===== src/rtl/ppi_pkg.sv =====
// Shared constants, control-word bit positions and FSM state type for the
// parallel peripheral interface controller.
package ppi_pkg;

   localparam logic [1:0] ADDR_PA   = 2'd0;
   localparam logic [1:0] ADDR_PB   = 2'd1;
   localparam logic [1:0] ADDR_PC   = 2'd2;
   localparam logic [1:0] ADDR_CTRL = 2'd3;

   localparam int MODE_SET = 7;
   localparam int PA_DIR   = 4;
   localparam int PCH_DIR  = 3;
   localparam int PB_DIR   = 1;
   localparam int PCL_DIR  = 0;

   localparam logic [7:0] CTRL_RESET = 8'h9B;

   typedef enum logic [2:0] {
      ARM     = 3'd0,
      IDLE    = 3'd1,
      WR_ACT  = 3'd2,
      RD_ACT  = 3'd3,
      RECOVER = 3'd4
   } ppi_state_e;

endpackage


===== src/rtl/ppi_strobe_sync.sv =====
// Synchroniser and edge detector for one active-low host strobe.
// 'primed' rises once the chain holds only post-reset pin samples.
module ppi_strobe_sync #(
   parameter int STAGES = 2
) (
   input  logic clk,
   input  logic rst_n,
   input  logic strobe_n,
   output logic level,
   output logic fell,
   output logic rose,
   output logic primed
);

   logic [STAGES-1:0] chain;
   logic [STAGES-1:0] fill;
   logic              prev;

   always_ff @(posedge clk or negedge rst_n) begin
      if (!rst_n) begin
         chain <= '1;
         fill  <= '0;
         prev  <= 1'b1;
      end else begin
         chain <= {chain[STAGES-2:0], strobe_n};
         fill  <= {fill[STAGES-2:0], 1'b1};
         prev  <= chain[STAGES-1];
      end
   end

   assign level  = chain[STAGES-1];
   assign fell   = prev & ~chain[STAGES-1];
   assign rose   = ~prev & chain[STAGES-1];
   assign primed = fill[STAGES-1];

endmodule


===== src/rtl/ppi_ctrl.sv =====
// Host bus interface and configuration owner for ports A, B and C.
// Define PPI_INPUT_SYNC_EN to pass port pins through two flops before the read mux.
module ppi_ctrl
   import ppi_pkg::*;
#(
   parameter int DW          = 8,
   parameter int SYNC_STAGES = 2
) (
   input  logic          clk,
   input  logic          rst_n,
   input  logic          cs_n,
   input  logic          rd_n,
   input  logic          wr_n,
   input  logic [1:0]    addr,
   input  logic [DW-1:0] d_in,
   output logic [DW-1:0] d_out,
   output logic          d_oe,
   input  logic [DW-1:0] pa_in,
   input  logic [DW-1:0] pb_in,
   input  logic [DW-1:0] pc_in,
   output logic [DW-1:0] pa_out,
   output logic [DW-1:0] pb_out,
   output logic [DW-1:0] pc_out,
   output logic [DW-1:0] pa_oe,
   output logic [DW-1:0] pb_oe,
   output logic [DW-1:0] pc_oe,
   output logic [7:0]    ctrl_word
);

   localparam int HALF = DW / 2;

   logic cs_lvl, cs_fell_unused, cs_rose_unused, cs_primed;
   logic rd_lvl, rd_fell, rd_rose, rd_primed;
   logic wr_lvl, wr_fell, wr_rose, wr_primed;

   ppi_strobe_sync #(.STAGES(SYNC_STAGES)) u_cs_sync (
      .clk      (clk),
      .rst_n    (rst_n),
      .strobe_n (cs_n),
      .level    (cs_lvl),
      .fell     (cs_fell_unused),
      .rose     (cs_rose_unused),
      .primed   (cs_primed)
   );

   ppi_strobe_sync #(.STAGES(SYNC_STAGES)) u_rd_sync (
      .clk      (clk),
      .rst_n    (rst_n),
      .strobe_n (rd_n),
      .level    (rd_lvl),
      .fell     (rd_fell),
      .rose     (rd_rose),
      .primed   (rd_primed)
   );

   ppi_strobe_sync #(.STAGES(SYNC_STAGES)) u_wr_sync (
      .clk      (clk),
      .rst_n    (rst_n),
      .strobe_n (wr_n),
      .level    (wr_lvl),
      .fell     (wr_fell),
      .rose     (wr_rose),
      .primed   (wr_primed)
   );

   logic [DW-1:0] pa_pin, pb_pin, pc_pin;

`ifdef PPI_INPUT_SYNC_EN
   logic [DW-1:0] pa_s1, pa_s2, pb_s1, pb_s2, pc_s1, pc_s2;

   always_ff @(posedge clk or negedge rst_n) begin
      if (!rst_n) begin
         pa_s1 <= '0;
         pa_s2 <= '0;
         pb_s1 <= '0;
         pb_s2 <= '0;
         pc_s1 <= '0;
         pc_s2 <= '0;
      end else begin
         pa_s1 <= pa_in;
         pa_s2 <= pa_s1;
         pb_s1 <= pb_in;
         pb_s2 <= pb_s1;
         pc_s1 <= pc_in;
         pc_s2 <= pc_s1;
      end
   end

   assign pa_pin = pa_s2;
   assign pb_pin = pb_s2;
   assign pc_pin = pc_s2;
`else
   assign pa_pin = pa_in;
   assign pb_pin = pb_in;
   assign pc_pin = pc_in;
`endif

   // Per-bit input masks: a 1 means the bit is an input and reads the pin.
   logic [DW-1:0] pa_in_mask, pb_in_mask, pc_in_mask;

   assign pa_in_mask = {DW{ctrl_word[PA_DIR]}};
   assign pb_in_mask = {DW{ctrl_word[PB_DIR]}};
   assign pc_in_mask = {{(DW-HALF){ctrl_word[PCH_DIR]}}, {HALF{ctrl_word[PCL_DIR]}}};

   logic [DW-1:0] rd_mux;

   always_comb begin
      rd_mux = '0;
      case (addr)
         ADDR_PA: rd_mux = (pa_out & ~pa_in_mask) | (pa_pin & pa_in_mask);
         ADDR_PB: rd_mux = (pb_out & ~pb_in_mask) | (pb_pin & pb_in_mask);
         ADDR_PC: rd_mux = (pc_out & ~pc_in_mask) | (pc_pin & pc_in_mask);
         default: rd_mux[7:0] = ctrl_word;
      endcase
   end

   ppi_state_e    state;
   logic [1:0]    addr_q;
   logic [DW-1:0] wdata_q;

   always_ff @(posedge clk or negedge rst_n) begin
      if (!rst_n) begin
         state     <= ARM;
         addr_q    <= ADDR_PA;
         wdata_q   <= '0;
         ctrl_word <= CTRL_RESET;
         pa_out    <= '0;
         pb_out    <= '0;
         pc_out    <= '0;
         d_out     <= '0;
         d_oe      <= 1'b0;
      end else begin
         case (state)
            ARM: begin
               if (cs_primed && rd_primed && wr_primed && rd_lvl && wr_lvl) begin
                  state <= IDLE;
               end
            end
            IDLE: begin
               if (!rd_lvl && !wr_lvl) begin
                  state <= ARM;
               end else if (!cs_lvl && wr_fell) begin
                  addr_q  <= addr;
                  wdata_q <= d_in;
                  state   <= WR_ACT;
               end else if (!cs_lvl && rd_fell) begin
                  addr_q <= addr;
                  d_out  <= rd_mux;
                  d_oe   <= 1'b1;
                  state  <= RD_ACT;
               end
            end
            WR_ACT: begin
               if (cs_lvl) begin
                  state <= RECOVER;
               end else if (wr_rose) begin
                  case (addr_q)
                     ADDR_PA: pa_out <= wdata_q;
                     ADDR_PB: pb_out <= wdata_q;
                     ADDR_PC: pc_out <= wdata_q;
                     default: begin
                        if (wdata_q[MODE_SET]) begin
                           ctrl_word <= wdata_q[7:0];
                           pa_out    <= '0;
                           pb_out    <= '0;
                           pc_out    <= '0;
                        end else begin
                           pc_out[wdata_q[3:1]] <= wdata_q[0];
                        end
                     end
                  endcase
                  state <= RECOVER;
               end
            end
            RD_ACT: begin
               if (cs_lvl || rd_rose) begin
                  d_oe  <= 1'b0;
                  state <= RECOVER;
               end
            end
            RECOVER: state <= IDLE;
            default: state <= ARM;
         endcase
      end
   end

   // Output enables follow the committed control word one clock later.
   always_ff @(posedge clk or negedge rst_n) begin
      if (!rst_n) begin
         pa_oe <= '0;
         pb_oe <= '0;
         pc_oe <= '0;
      end else begin
         pa_oe <= ~pa_in_mask;
         pb_oe <= ~pb_in_mask;
         pc_oe <= ~pc_in_mask;
      end
   end

endmodule

===== config.mk =====
export PLATFORM = sky130hd
export DESIGN_NAME = ppi_ctrl
export DESIGN_NICKNAME = d
export VERILOG_FILES = /design/src/rtl/ppi_pkg.sv /design/src/rtl/ppi_strobe_sync.sv /design/src/rtl/ppi_ctrl.sv
export SDC_FILE = /design/constraint.sdc
export NUM_CORES = 1
export LEC_CHECK = 0
export ABC_AREA = 1
export CAP_MARGIN = 20
export CORE_ASPECT_RATIO = 0.7
export CORE_MARGIN = 10
export CORE_UTILIZATION = 38
export CTS_CLUSTER_SIZE = 14
export DETAILED_ROUTE_END_ITERATION = 16
export PLACE_DENSITY = 0.69
export SYNTH_ARGS = -nofsm -noshare
export SYNTH_HDL_FRONTEND = slang
export SYNTH_HIERARCHICAL = 1
export SYNTH_SLANG_ARGS = --single-unit

===== constraint.sdc =====
create_clock -name clk -period 3 [get_ports clk]
set_input_delay 0.3 -clock clk [delete_from_list [all_inputs] [get_ports clk]]
set_output_delay 0.3 -clock clk [all_outputs]
set_load 0.05 [all_outputs]

==> impl_results.md <==
- Final max-slew violation count: 0
- CTS Hold Bufs: 0
- WP data required: 2700 ps
- CTS Buf Count: 9
- Post-Syn Area: 3834 um^2
- Layout cells sized above 1: 0.09933
- Antenna violations before repair: 0
- Post-Syn Instances: 506
- Total I/O pin count: 104
- Core Area: 9759 um^2
- Grt ovf: 0
- First-pass GRT wire length: 18110 um
- Arr. time, crit path: between 1500 and 2000 ps
- Syn Nets: roughly 550
- N_diodes: 0
- Post-cts resize count: 0
- Area Growth Syn to Fin: 32.21%
- Cell family with most CP delay: buffers and inverters
- WP buf/inv: 1
- Final hold vios: 0
- Critical path's largest stage delay: about 860 ps
- # port buffers: 102
- Clk slew on worst S/H paths: 60 ps
- HP Class: in2async
- Warnings from Yosys: 6
- Rows: 30
- H-Tree Depth: 3
- Peak VDD IR: slightly above 0.4 mV
- Power per Cell Area: 879.8 nW/um^2
- Final worst path period need: ~2200 ps
- Number of global-route vias before repair: 3265
- Startpoint Class: register
- Worst path slowest cell: clkdlybuf4s50_1
- Wire per inst: 15.76 um
- Initial Util: 0.3928
- RePlAce Congestion: around 0.9
- Largest net degree at the start of global routing: 35
- Max Cap Violations: 0
- 1st-iter DRT viols: 352
- Crit Path Category: reg2out
- TNS Setup: 0 ps
- DRC Markers: 0
- Root Driver: clkbuf_16
- Pwr Total: ~4500 uW
- Total track usage: 0.1550
- Setup Fix Bufs, Post-CTS: 0
- RSZ-0062 raised after global routing: no
- Worst path cell trace: clkdlybuf4s50_1
- Sink Count: 71
- Crit share post-route: 0.7222
- Post-layout nets: 632
- CTS tree: yes
- Via count: between 3k and 4k
- Post-Route WL: 11380 um
- Max Freq: about 460 MHz
- Clock Latency Late Sink: ~340 ps
- Lkg Pwr: 0.002420 uW
- Crit-path max FO: 12
- Count of final setup violators: 0
- Die W: 140.1 um
- CP endpoint kind: output port
- Average cell area after synthesis: 7.576 um^2
- Slew margin rel.: 0.5026
- Status: complete, no violations
- Vias per inst: 4.875
- DP HPWL: 9069 um
- Slew at the pin with the worst max-slew slack: about 750 ps
- Final ANT Viol Nets: 0
- Die area: 14570 um^2
- DRT Pass-1 Iters: 5
- Die Ht: ~100 um
- Clock Skew: 7.940 ps
- Clock buffer depth: 2
[per-stage QoR]
step / utilization / hold slack, ps / setup WS (ps) / cells / area, um^2
6_report: 0.5194 / 30.29 / 833.4 / 722 / 5069
5_1_grt: 0.5194 / 80.73 / 780.7 / 722 / 5069
3_5_place_dp: 0.4913 / 341.0 / 1197 / 706 / 4795
2_1_floorplan: - / 4.409 / 1386 / 506 / 3834
3_3_place_gp: 0.4913 / 333.1 / 1212 / 706 / 4795
4_1_cts: 0.5194 / 44.42 / 822.8 / 722 / 5069
[state kept, by name, summed over array words and instances (netlist names)]
register	flops
addr_q	2
ctrl_word	7
d_oe	1
d_out	8
pa_oe	1
pa_out	8
pb_oe	1
pb_out	8
pc_oe	2
pc_out	8
state	3
u_cs_sync/chain	2
u_cs_sync/fill	2
u_rd_sync/chain	2
u_rd_sync/fill	2
u_rd_sync/prev	1
u_wr_sync/chain	2
u_wr_sync/fill	2
u_wr_sync/prev	1
wdata_q	8
[power breakdown]
group	leakage [uW]	total [uW]	switching (uW)	internal (uW)
registers	0.000873	1460	275	1190
logic	0.00141	2020	1370	644
clock network	0.000136	981	421	560
[placed cells by master, fill, tap and decap left out]
master           count
nor2_8               1
conb_1               4
nand3_4              1
clkinv_1             2
o22ai_1              7
inv_1               56
o21ai_1             18
o21ai_0              8
dfstp_2             12
ha_1                 4
clkinvlp_4           1
a21boi_0             1
dfrtp_1             59
nand3_2              2
inv_6                1
inv_4                1
nand3_1             41
nor2_1              43
nand2_1            171
nor2_4               2
clkinv_2             3
or2_4                1
or2_0                1
clkbuf_16            9
nand2_4              1
nand2_2              5
o21ai_2              8
a21oi_1             10
clkdlybuf4s50_1    101
nand4_1              4
buf_4                2
buf_2                1
clkinv_4             2
inv_2                5
nor2_2               1
nor3_1               5
[metal layers]
layer / up-vias / global-route usage / part of all wire
met3: 13 / 0.05839 / 0.096
met4: 0 / 0.03309 / 0.0075
met1: 1633 / 0.2205 / 0.47
met5: - / 0 / 0
li1: 1722 / - / -
met2: 152 / 0.2159 / 0.43
[final timing paths]
check	startpoint	slack, ps	cells after the start	endpoint
min in group clk	u_cs_sync/fill[0]	350	0	u_cs_sync/fill[1]
setup reg to reg	addr_q[0]	1200	7	pc_out[4]
hold / removal	rst_n	30	1	pb_out[4]
setup / recovery	ctrl_word[4]	830	1	ctrl_word[4]
hold reg to reg	u_cs_sync/fill[0]	350	0	u_cs_sync/fill[1]
max in group asynchronous	rst_n	2170	2	u_rd_sync/prev
[final cells by class]
type | count | area, um^2
clock buffer | 9 | 225.2
clock inverter | 7 | 48.80
fill | 935 | 4691
inverter | 64 | 242.7
multi-input combinational | 339 | 1569
sequential | 71 | 1792
tap | 128 | 160.2
timing repair buffer | 104 | 1031
Power figures use the tool's default switching activity.
